===== src/rtl/mcdt_demux.sv =====
// mcdt_demux: splits the arbitrated MCDT stream back into three per-channel
// first-word-fall-through FIFOs, with sticky overflow / illegal-id flags and
// a saturating drop counter.
module mcdt_demux #(
    parameter int DW    = 32,
    parameter int DEPTH = 8,
    parameter int CW    = $clog2(DEPTH) + 1
) (
    input  logic          clk_i,
    input  logic          rst_i,

    input  logic [DW-1:0] mcdt_data_i,
    input  logic          mcdt_val_i,
    input  logic [1:0]    mcdt_id_i,

    output logic [DW-1:0] ch0_data_o,
    output logic          ch0_valid_o,
    input  logic          ch0_ready_i,
    output logic [CW-1:0] ch0_count_o,

    output logic [DW-1:0] ch1_data_o,
    output logic          ch1_valid_o,
    input  logic          ch1_ready_i,
    output logic [CW-1:0] ch1_count_o,

    output logic [DW-1:0] ch2_data_o,
    output logic          ch2_valid_o,
    input  logic          ch2_ready_i,
    output logic [CW-1:0] ch2_count_o,

    output logic [2:0]    ovf_o,
    output logic          id_err_o,
    output logic [7:0]    drop_cnt_o,
    input  logic          err_clr_i
);

    localparam int AW = $clog2(DEPTH);

    logic [2:0]           ready_w;
    logic [2:0]           pop_w;
    logic [2:0]           push_w;
    logic [2:0]           ovf_evt_w;
    logic                 id_evt_w;
    logic                 drop_evt_w;
    logic [2:0][DW-1:0]   head_w;
    logic [2:0][CW-1:0]   cnt_w;

    logic [2:0]           ovf_q,    ovf_d;
    logic                 id_err_q, id_err_d;
    logic [7:0]           drop_q,   drop_d;

    assign ready_w = {ch2_ready_i, ch1_ready_i, ch0_ready_i};

    for (genvar g = 0; g < 3; g++) begin : g_ch
        logic [DW-1:0] mem_q [DEPTH];
        logic [AW-1:0] wr_ptr_q;
        logic [AW-1:0] rd_ptr_q;
        logic [CW-1:0] cnt_q, cnt_d;
        logic          hit_w;
        logic          full_w;

        assign hit_w        = mcdt_val_i && (mcdt_id_i == 2'(g));
        assign full_w       = (cnt_q == CW'(DEPTH));
        assign pop_w[g]     = (cnt_q != '0) && ready_w[g];
        // A full FIFO still accepts a word when its head leaves in the same cycle.
        assign push_w[g]    = hit_w && (!full_w || pop_w[g]);
        assign ovf_evt_w[g] = hit_w && full_w && !pop_w[g];

        assign head_w[g] = mem_q[rd_ptr_q];
        assign cnt_w[g]  = cnt_q;

        // Occupancy next-state from push/pop pair.
        always_comb begin
            cnt_d = cnt_q;
            case ({push_w[g], pop_w[g]})
                2'b10:   cnt_d = cnt_q + CW'(1);
                2'b01:   cnt_d = cnt_q - CW'(1);
                default: cnt_d = cnt_q;
            endcase
        end

        // Word storage; contents are meaningless while empty so no reset.
        always_ff @(posedge clk_i) begin
            if (push_w[g]) begin
                mem_q[wr_ptr_q] <= mcdt_data_i;
            end
        end

        // Pointers wrap naturally because DEPTH is a power of two.
        always_ff @(posedge clk_i or posedge rst_i) begin
            if (rst_i) begin
                wr_ptr_q <= '0;
                rd_ptr_q <= '0;
                cnt_q    <= '0;
            end else begin
                if (push_w[g]) wr_ptr_q <= wr_ptr_q + AW'(1);
                if (pop_w[g])  rd_ptr_q <= rd_ptr_q + AW'(1);
                cnt_q <= cnt_d;
            end
        end
    end

    assign id_evt_w   = mcdt_val_i && (mcdt_id_i == 2'd3);
    assign drop_evt_w = id_evt_w || (|ovf_evt_w);

    // Error next-state: a clear pulse loses against an error in the same cycle.
    always_comb begin
        ovf_d    = ovf_q | ovf_evt_w;
        id_err_d = id_err_q | id_evt_w;
        drop_d   = drop_q;
        if (err_clr_i) begin
            ovf_d    = ovf_evt_w;
            id_err_d = id_evt_w;
            drop_d   = '0;
        end
        if (drop_evt_w) begin
            if (err_clr_i) begin
                drop_d = 8'd1;
            end else if (drop_q != 8'hFF) begin
                drop_d = drop_q + 8'd1;
            end
        end
    end

    // Sticky error flags and saturating drop counter.
    always_ff @(posedge clk_i or posedge rst_i) begin
        if (rst_i) begin
            ovf_q    <= '0;
            id_err_q <= 1'b0;
            drop_q   <= '0;
        end else begin
            ovf_q    <= ovf_d;
            id_err_q <= id_err_d;
            drop_q   <= drop_d;
        end
    end

    assign ch0_data_o  = head_w[0];
    assign ch1_data_o  = head_w[1];
    assign ch2_data_o  = head_w[2];
    assign ch0_count_o = cnt_w[0];
    assign ch1_count_o = cnt_w[1];
    assign ch2_count_o = cnt_w[2];
    assign ch0_valid_o = (cnt_w[0] != '0);
    assign ch1_valid_o = (cnt_w[1] != '0);
    assign ch2_valid_o = (cnt_w[2] != '0);

    assign ovf_o      = ovf_q;
    assign id_err_o   = id_err_q;
    assign drop_cnt_o = drop_q;

endmodule


===== config.mk =====
export PLATFORM = sky130hd
export DESIGN_NAME = mcdt_demux
export DESIGN_NICKNAME = d
export VERILOG_FILES = /design/src/rtl/mcdt_demux.sv
export SDC_FILE = /design/constraint.sdc
export NUM_CORES = 1
export LEC_CHECK = 0
export ABC_AREA = 0
export CORE_ASPECT_RATIO = 0.5
export CORE_UTILIZATION = 65
export CTS_BUF_LIST = sky130_fd_sc_hd__clkbuf_8
export DETAILED_ROUTE_END_ITERATION = 10
export DONT_BUFFER_PORTS = 1
export GPL_TIMING_DRIVEN = 0
export PLACE_DENSITY = 0.78
export SKIP_CTS_REPAIR_TIMING = 1
export SYNTH_ARGS = -nofsm -noshare
export SYNTH_HDL_FRONTEND = slang
export SYNTH_SLANG_ARGS = --single-unit

===== constraint.sdc =====
create_clock -name clk_i -period 6.1 [get_ports clk_i]
set_clock_uncertainty 0.05 [all_clocks]
set_input_delay 1.22 -clock clk_i [delete_from_list [all_inputs] [get_ports clk_i]]
set_output_delay 1.22 -clock clk_i [all_outputs]
set_load 0.03 [all_outputs]

==> flow_metrics.py <==
metrics = {
    "sta": {
        "relSlewSlack_pct": 33.7,
        "period_share_pct": 73.7,
        "worst_pin_slew_ps": 989,
        "rsz0062_at_grt": "false",
        "finalSetupTns_ps": 0,
        "finalWorstSetupSlack_ps": 1600,
        "setup_viol": 0,
        "final-max-slew-violation-count": 0,
        "max_freq_mhz": 222,
        "fin_crit_ps": 4500,
        "hold_viol_final": 0,
    },
    "critical_path": {
        "cp_slowest_stage_delay_ps": 680,
        "path_cells": "clkbuf_1, clkbuf_1, mux4_2, mux2_2",
        "reg2reg_to": "g_ch[1].mem_q[0][11]",
        "r2r_start": "ch1_count_o[3]",
        "critPathRequiredTime_ps": 4830,
        "r2r_cells": 7,
        "start_kind": "register",
        "endpoint_kind": "output pin",
        "crit_type": "register to output pin",
        "crit_path_max_fanout": 10,
        "critical_path_buf_inv_count": 2,
        "crit_arrival_ps": 3230,
        "cpLargestDelayFamily": "buffers and inverters",
        "cp_common_cell": "clkbuf_1",
        "reg2reg_slack_ps": 2610,
        "slowest_stage": "clkbuf_1",
    },
    "yosys": {
        "syn_avg_cell_area_sq_um": 23.0,
        "synth_ff_type": "edfxtp_1",
        "ys_types": 59,
        "yosys_warnings": 0,
        "synth_area_leaders": "edfxtp_1 (74%), mux4_2 (14%), mux2_2 (3.8%)",
        "seq_area_frac_synth_pct": 77.3,
        "synth-edff-count": 768,
        "synth-seq-cells": 810,
        "syn_area_sq_um": 31200,
        "async_flop_share_pct": 5.19,
        "synth_top_area_share_pct": 74.0,
        "yosysTopAreaCell": "edfxtp_1",
        "syn_nets": 1414,
        "netlist_instances": 1357,
    },
    "routing": {
        "first_iter_violations": 1393,
        "totalWireLength_um": 61400,
        "postRouteAntennaNets": 0,
        "first_pass_iters": 5,
        "dr_total_vias": 14357,
        "viasPerCell": 6.40,
        "drc": 0,
        "wl_per_cell_um": 27.4,
    },
    "pwr": {
        "p_sw_share_pct": 33.7,
        "p_switching_mw": 5.13,
        "internal_power_mw": 10.1,
        "power_frac_comb_pct": 32.1,
        "peakVddDrop_uv": 254,
        "clkPwrFrac_pct": 24.0,
        "leakagePower_nw": 11.2,
        "p_per_area_nw_per_um2": 438,
        "p_seq_share_pct": 43.9,
        "total_power_mw": 15.2,
    },
    "floorplanning": {
        "die_x_um": 312,
        "num_rows": 56,
        "fp.coreArea_sq_um": 47100,
        "die_h_um": 157,
        "initial_core_util_pct": 66.2,
        "die_area_sq_um": 48900,
        "ios": 164,
    },
    "run": {
        "drv_cap": 0,
    },
    "placement": {
        "gp_congestion": 0.767,
        "post_dp_cell_area_sq_um": 32800,
        "dp_worst_setup_slack_ps": 1800,
        "port-buffer-count": 0,
        "place_hpwl_um": 39500,
    },
    "global_route": {
        "grtUsageTotal_pct": 25.8,
        "grt_start_max_net_pins": 40,
        "grt_overflow_total": 0,
        "grt_antenna_before_repair": 0,
        "grt_pass1_vias": 15118,
        "grt_pass1_wl_um": 92100,
    },
    "clocking": {
        "clock-sinks": 810,
        "ctsLongestPathBuffers": 3,
        "cts_root_buf": "clkbuf_8",
        "cts_tree": "built",
        "cts_made_buffers": 104,
        "clock_latency_ps": 670,
        "cts_htree_levels": 3,
        "clk_pin_slew_ps": 70,
    },
    "final_layout": {
        "fillerInstances": 2513,
        "mostFrequentLayoutCells": "edfxtp_1 (768), mux4_2 (192), clkbuf_8 (113)",
        "finalNetCount": 1580,
        "layout_commonest_cell": "edfxtp_1",
        "design_area_sq_um": 34700,
        "diodes": 0,
        "area_growth_pct": 11.4,
        "layout-drive-gt1-share_pct": 33.6,
    },
    "hold_path": {
        "hold_class": "primary input to async pin",
    },
    "outcome": {
        "outcome": "finished, final reports clean",
    },
}
## metrics by stage
step	util [%]	instances	hold WS, ps
final	73.8	2243	262
after global routing	73.8	2243	216
after CTS	73.8	2243	212
after detailed placement	69.7	2055	456
after global placement	67.9	1995	446
after floorplan	-	1357	430
## cells in the mapped netlist, drive strengths merged, types with 2 or more instances
library cell    n
edfxtp        768
mux4          192
mux2          104
dfrtp          42
clkbuf         34
buf            27
nand2          22
nor2           17
xnor2          16
ha             14
inv            12
nor3           11
a21oi          10
o21ai           9
nand2b          8
xor2            7
nand3           6
nand3b          4
nor4            4
nor4b           4
and3            3
mux2i           3
nor3b           3
or2             3
or4             3
a21o            2
and2            2
and2b           2
and4            2
fa              2
o22ai           2
o311a           2
o311ai          2
o31ai           2
or3             2
## worst max path at each step
| stage | startpoint | end | slack (ps) | cells after the start |
|---|---|---|---|---|
| after floorplan | mcdt_id_i[1] | g_ch[0].mem_q[4][0] | 170 | 4 |
| after global placement | mcdt_id_i[1] | g_ch[0].mem_q[1][4] | -2740 | 4 |
| after detailed placement | mcdt_id_i[1] | g_ch[1].mem_q[0][8] | 1800 | 8 |
| after CTS | g_ch[1].rd_ptr_q[0] | ch1_data_o[25] | 1580 | 4 |
| after global routing | g_ch[0].rd_ptr_q[0] | ch0_data_o[13] | 1440 | 4 |
| final | g_ch[0].rd_ptr_q[1] | ch0_data_o[1] | 1600 | 4 |
## per-layer routing
metal	global-route usage (%)	vias to the layer above	wire length, um
li1	-	6029	-
met1	36.6	7579	24800
met2	41.5	665	30500
met3	6.02	84	5080
met4	6.68	0	1050
met5	0	-	0
## power groups by stage
stage                     Sequential, mW  Combinational [mW]  Clock, mW
after floorplan                     6.73                3.92          0
after global placement              6.79                4.72          0
after detailed placement            6.80                4.94          0
after CTS                           6.68                4.97       3.70
after global routing                6.71                5.16       3.94
final                               6.68                4.89       3.65
## worst reg2reg max path: stages, from the launching register on
cell      delay [ps]
dfrtp_1          520
and2b_2          290
a21oi_1          450
nand2b_1         340
nor3_2           830
buf_4            360
buf_6            210
buf_6            170
## layout make-up
cell class | count | area, sq um | area share [%]
sequential | 810 | 24100 | 69.4
clock buffer | 113 | 1560 | 4.48
clock inverter | 75 | 344 | 0.991
buffer | 61 | 264 | 0.760
multi-input combinational | 474 | 6910 | 19.9
tap | 638 | 798 | 2.30
timing repair buffer | 60 | 701 | 2.02
inverter | 12 | 45.0 | 0.130
## flip-flops by register name, summed over array words and instances, names as in the netlist
register and count:
g_ch.mem_q 768, ch1_count_o 4, ch2_count_o 4, id_err_o 1
ch0_count_o 4, g_ch.rd_ptr_q 9, drop_cnt_o 8, ovf_o 3
g_ch.wr_ptr_q 9
## kinds of logic after synthesis
family / share of synthesized area (%)
adders and majority gates: 0.690
muxes: 17.7
xor gates and xnor gates: 0.646
AOI/OAI and AO/OA: 0.742
DFF: 77.3
and+or+nand+nor: 1.87
buffers and inverters: 0.991
Note: power is estimated with default switching activity, not from simulation.
